`config.mk`:
```
export PLATFORM = sky130hd
export DESIGN_NAME = frame_sched
export DESIGN_NICKNAME = d
export VERILOG_FILES = /design/src/rtl/frame_sched.sv
export SDC_FILE = /design/constraint.sdc
export NUM_CORES = 1
export LEC_CHECK = 0
export CELL_PAD_IN_SITES_DETAIL_PLACEMENT = 0
export CELL_PAD_IN_SITES_GLOBAL_PLACEMENT = 1
export CORE_ASPECT_RATIO = 1.4
export CORE_MARGIN = 3
export CORE_UTILIZATION = 31
export CTS_CLUSTER_SIZE = 16
export DETAILED_ROUTE_END_ITERATION = 10
export PLACE_DENSITY_LB_ADDON = 0.25
export SYNTH_ARGS = -nofsm -noshare
export SYNTH_HDL_FRONTEND = slang
export SYNTH_SLANG_ARGS = --single-unit
export TNS_END_PERCENT = 20
```
`constraint.sdc`:
```
create_clock -name clk -period 2.6 [get_ports clk]
set_input_delay 0.26 -clock clk [delete_from_list [all_inputs] [get_ports clk]]
set_output_delay 0.26 -clock clk [all_outputs]
set_load 0.05 [all_outputs]
```
`src/rtl/frame_sched.sv`:
```
// Frame-granular round-robin scheduler sharing one downstream datapath between two pixel sources.
// A grant lasts FRAME_WORDS accepted words plus the write-back completion handshake.
module frame_sched #(
  parameter int DW          = 32,
  parameter int FRAME_WORDS = 16,
  parameter int CNT_W       = 16
) (
  input  logic          clk,
  input  logic          rst_n,
  input  logic [1:0]    slv0_mode,
  input  logic [1:0]    slv1_mode,
  input  logic          slv0_data_valid,
  input  logic          slv1_data_valid,
  input  logic [7:0]    slv0_proc_valid,
  input  logic [7:0]    slv1_proc_valid,
  input  logic [DW-1:0] slv0_data,
  input  logic [DW-1:0] slv1_data,
  input  logic          fifo_full,
  input  logic          mstr0_cmplt,
  output logic          slv0_ready,
  output logic          slv1_ready,
  output logic [1:0]    slvx_mode,
  output logic          slvx_data_valid,
  output logic [7:0]    slvx_proc_val,
  output logic [DW-1:0] slvx_data,
  output logic          active_slv,
  output logic          frame_done
);

  // Handshake: a word moves when slvN_data_valid and slvN_ready are both high at a
  // rising edge; ready never depends on valid, and a waiting source holds its word.
  typedef enum logic [1:0] {IDLE, XFER, WAIT_CMPLT} state_t;

  localparam logic [CNT_W-1:0] LAST_CNT = CNT_W'(FRAME_WORDS - 1);

  state_t           state, state_nxt;
  logic [CNT_W-1:0] cnt;
  logic             last_grant;
  logic             grant_req;
  logic             grant_slv;
  logic             xfer;
  logic             last_word;

  always_comb begin
    grant_req  = slv0_data_valid | slv1_data_valid;
    // On a tie the slave that did not win last time is served.
    grant_slv  = (slv0_data_valid & slv1_data_valid) ? ~last_grant : slv1_data_valid;
    slv0_ready = (state == XFER) & ~active_slv & ~fifo_full;
    slv1_ready = (state == XFER) &  active_slv & ~fifo_full;
    xfer       = active_slv ? (slv1_ready & slv1_data_valid) : (slv0_ready & slv0_data_valid);
    last_word  = xfer & (cnt == LAST_CNT);
    state_nxt  = state;
    case (state)
      IDLE:       if (grant_req)   state_nxt = XFER;
      XFER:       if (last_word)   state_nxt = WAIT_CMPLT;
      WAIT_CMPLT: if (mstr0_cmplt) state_nxt = IDLE;
      default:                     state_nxt = IDLE;
    endcase
  end

  always_ff @(posedge clk or negedge rst_n) begin
    if (!rst_n) state <= IDLE;
    else        state <= state_nxt;
  end

  always_ff @(posedge clk or negedge rst_n) begin
    if (!rst_n) begin
      cnt             <= '0;
      last_grant      <= 1'b1;
      active_slv      <= 1'b0;
      slvx_mode       <= 2'b00;
      slvx_data_valid <= 1'b0;
      slvx_proc_val   <= 8'h00;
      slvx_data       <= '0;
      frame_done      <= 1'b0;
    end else begin
      slvx_data_valid <= xfer;
      frame_done      <= (state == WAIT_CMPLT) & mstr0_cmplt;
      if ((state == IDLE) && grant_req) begin
        active_slv <= grant_slv;
        last_grant <= grant_slv;
        slvx_mode  <= grant_slv ? slv1_mode : slv0_mode;
        cnt        <= '0;
      end
      if (xfer) begin
        slvx_data     <= active_slv ? slv1_data : slv0_data;
        slvx_proc_val <= active_slv ? slv1_proc_valid : slv0_proc_valid;
        cnt           <= last_word ? '0 : cnt + 1'b1;
      end
    end
  end

endmodule

```
Word level (Yosys, flattened, before mapping)

Cells that the tools add are included.

Bits of input ports: 90
Register bits: 64
Logic and storage cells: 45
Output and inout bits: 47

Bitwise gates (word level): 13
Reduce and logical (&&, ||, !) cells: 4
Add/sub/neg operators: 1
Muxes and demuxes: 12
Equal/unequal tests: 6

Operator list:

| cell                                                                   | count |
|---|---|
| 16-bit 2-to-1 mux                                                      | 3 |
| 32-bit 2-to-1 mux                                                      | 1 |
| 16-bit by 1-bit adder with 16-bit output, second input constant        | 1 |
| 16-bit by 4-bit equality test with 1-bit output, second input constant | 1 |
| 1-bit bitwise AND                                                      | 9 |
| 2-bit 2-to-1 mux                                                       | 4 |
| 8-bit 2-to-1 mux                                                       | 1 |
| 2-bit inequality test, second input constant                           | 3 |
| 2-bit case mux with 3 select lines                                     | 1 |
| 1-bit inverter                                                         | 3 |
| 3-bit AND reduction                                                    | 1 |
| 2-bit by 1-bit equality test with 1-bit output, second input constant  | 1 |
| 2-bit equality test, second input constant                             | 1 |
| 2-bit logical NOT                                                      | 1 |
| 1-bit 2-to-1 mux                                                       | 2 |
| 2-bit nonzero test                                                     | 1 |
| 1-bit logical AND                                                      | 1 |
| 1-bit bitwise OR                                                       | 1 |

Longest topological paths before layout

Depth in word-level cells: 8
Gate-level depth with buffers: 8
Gate-level depth less buffers: 5

Worst setup path before layout

Ideal clock, no wire load.

Kind: reg2out
Start: register active_slv
End: output slv1_ready
Data arrival time: 2.126 ns
Path buffers: 2
Required time: 2.340 ns
Slack: 0.214 ns
Cell stages (with the launch flop): 5
Cell sequence: dfrtp_1 > clkbuf_1 > buf_1 > inv_1 > nor2_1

Longest elaborated chain between the ends: 2

RTL lines:

| element                         | RTL line | RTL |
|---|---|---|
| start: declaration              | 26       | `output logic active_slv,` |
| start signal: assignment        | 80       | `active_slv <= grant_slv;` |
| 1-bit bitwise AND (2 in series) | 49       | `slv1_ready = (state == XFER) & active_slv & ~fifo_full;` |
| end: declaration                | 21       | `output logic slv1_ready,` |

No other way between the ends.

Final worst setup path

Start: register cnt[0]
End: register cnt[3]

Longest elaborated chain between the ends: 4
Elaborated cells between the ends (all ways): 5
Classes of those cells: add/sub: 1; eq/ne: 1; mux: 2; bitwise: 1

RTL lines:

| element                                                                          | RTL line | RTL |
|---|---|---|
| start: declaration                                                               | 37       | `logic [CNT_W-1:0] cnt;` |
| start signal: assignment                                                         | 88       | `cnt <= last_word ? '0 : cnt + 1'b1;` |
| branches (longest 2 deep; another with 16-bit by 1-bit adder with 16-bit output) | --       |  |
| 16-bit 2-to-1 mux *                                                              | 88       |  |
| 16-bit 2-to-1 mux *                                                              | 85       | `if (xfer) begin` |

Mark *: on every way between the ends.
A chain may end at the register's enable or synchronous reset.

==> impl_metrics.toml <==
[floorplan]
dieArea_um2 = 11400
initial_core_util_pct = 32.4
ios = 137
die_y_um = 125
core_area_um2 = 9670
rows = 42
die-width_um = 90.9

[pwr]
power.density_nw_per_um2 = 1080
leakagePower_nw = 2.04
vdd_drop_max_mv = 0.415

[place]
routabilityCongestion = 0.800
dpl.hpwl_um = 6620
port_buffers = 136
place_area_um2 = 4600

[drt]
first_iter_violations = 61
dr.pass1.iters = 4
drc_errors = 0
dr_total_vias = 2805
via_per_inst = 4.82
drt-total-wl_um = 9000
wl_per_cell_um = 15.5
final_antenna_net_count = 0

[clock_network]
cts.sinks = 64
htreeDepth = 3
clockBufferDepth = 2
root_buffer = "clkbuf_16"
clk_pin_slew_ps = 50
clock_latency_ps = 330
cts_tree = "done"
cts_buffers = 9

[synthesis]
syn-cell-area_um2 = 3130
ys_ff_latch = 64
synth.top_cell.area_share_pct = 50.4
syn_area_per_cell_um2 = 9.97
syn-instance-count = 314
synth_top_area_cell = "dfrtp_1"
ys_types = 38
synthMostInstantiatedCell = "dfrtp_1"
synth_commonest_cells = "dfrtp_1, nand2_1, o21ai_0, mux2i_1, clkbuf_1"
seq_area_frac_synth_pct = 51.2
synth_edf_count = 0
synth_nets = 405
netlist_top_cells_area = "dfrtp_1, mux2i_1, o21ai_0"
synth_ff_type = "dfrtp_1"
yosysWarnings = 0
ys_async_sr_fraction_pct = 100

[timing]
finalCriticalPeriod_ps = 2150
hold_viol = 0
period_share_pct = 82.7
rsz0062_at_grt = "false"
skew_ps = 6.09
hold_slack_ps = 390
slew_violations = 0
tightest_slew_ps = 684
setup_tns_ps = 0
finalSetupViolations = 0
slew_headroom_pct = 53.9
fmax_ghz = 0.465

[worst_setup_path]
critPathRequiredTime_ps = 2810
cp.depth = 5
cp_top_family = "simple AND/OR/NAND/NOR gates"
crit_path_end = "cnt[3]"
r2r-end = "cnt[3]"
r2r_slack_ps = 450
critPathKind = "flip-flop to flip-flop"
crit_arrival_ps = 2360
critPathSlowestCell = "and4_1"
worstReg2RegStart = "cnt[0]"
crit_fanout = 13
end_kind = "flip-flop"
r2r_cells = 5
cp-start-kind = "flip-flop"
critPathBufInv = 0
cpPeakStageDelay_ps = 540
startpoint = "cnt[0]"
cp_cell_sequence = "ha_1 > and3_1 > and4_1 > nor2_1 > a221o_1"

[flow_run]
maxCapViolCount = 0

[finish]
layout.nets = 536
seqCellArea_um2 = 1600
drive_gt1_share_pct = 5.56
syn_to_final_growth_pct = 56.5
fin_area_um2 = 4900
diodes = 0
multi_input_area_um2 = 1410
fillCellCount = 910

[global_route]
antenna_found_initial = 0
grt_usage_pct = 16.3
grt_overflow_total = 0
grt_max_degree = 79
grt_pass1_vias = 2844
grt_pass1_wl_um = 14700

[outcome]
outcome = "complete, no violations"

[hold_path]
hp-class = "primary input to async pin"
==> cell usage in the layout (no fill, tap or decap), drive strengths merged, types with 2 or more instances in the layout <==
cell / count
nor2: 8
dfrtp: 63
a22o: 6
a31oi: 8
nor3: 8
o22a: 3
nor2b: 2
buf: 8
o21ai: 46
o31ai: 2
nand2: 49
o32ai: 2
and3: 5
nand3: 6
clkbuf: 15
mux2i: 43
or3: 5
nor4: 9
inv: 4
and2: 3
clkdlybuf4s50: 133
o311ai: 2
nand4: 4
==> power by group <==
part           internal [W]  total (W)  switching (W)
Combinational      0.000926    0.00261        0.00169
Sequential          0.00133    0.00151       0.000181
Clock              0.000769    0.00117       0.000399
Total               0.00302    0.00529        0.00227
==> sequential cells by signal, indices dropped and copies added, names as in the netlist <==
signal	flops
cnt	16
active_slv	1
frame_done	1
slvx_proc_val	8
slvx_data	32
last_grant	1
slvx_data_valid	1
slvx_mode	2
state	2
==> cells by family (layout without fill, tap and decap cells) <==
kind of cell | Yosys count | count (layout) | synth area share, %
fa+ha+maj | 1 | 1 | 0.400
mux | 44 | 44 | 14.1
buf+inv | 26 | 162 | 3.64
simple gates | 103 | 103 | 15.8
flops | 64 | 64 | 51.2
compound gates | 76 | 76 | 14.9
==> routing by layer <==
layer / wire (um) / share of wire [%] / GRT usage (%)
met5: 0 / 0 / 0
met4: 165 / 1.8 / 7.19
met3: 707 / 7.9 / 5.56
met2: 4340 / 48 / 26.2
met1: 3780 / 42 / 19.6
==> through the flow <==
stage,util [%],total power (W),setup slack (ps),std cells
after floorplan,-,0.00320,214,314
after global placement,47.6,0.00414,269,565
after detailed placement,47.6,0.00417,215,565
after CTS,50.6,0.00537,452,582
after global routing,50.6,0.00559,303,582
final,50.6,0.00529,451,582
==> layout make-up <==
| cell class | count | area share [%] |
|---|---|---|
| flip-flops and latches | 64 | 32.8 |
| multi-input cells | 224 | 28.9 |
| repair buffers | 142 | 28.8 |
| clock buffers | 15 | 5.26 |
| well taps | 132 | 3.37 |
| clock inverters | 1 | 0.613 |
| inverters | 4 | 0.307 |
==> repair_timing <==
action / CTS / global route
endpoints found under the hold margin: 14 / 0
hold buffers: 1 / 0
buffers inserted: 0 / 0
gates resized for setup: 0 / 0
==> worst min-delay path by stage <==
stage          cells after the start  startpoint            end
2_1_floorplan                      0       rst_n     active_slv
3_3_place_gp                       1       rst_n  slvx_data[15]
3_5_place_dp                       1       rst_n  slvx_data[18]
4_1_cts                            2       rst_n  slvx_data[18]
5_1_grt                            2       rst_n  slvx_data[15]
6_report                           2       rst_n  slvx_data[18]
Power figures use the tool's default switching activity.
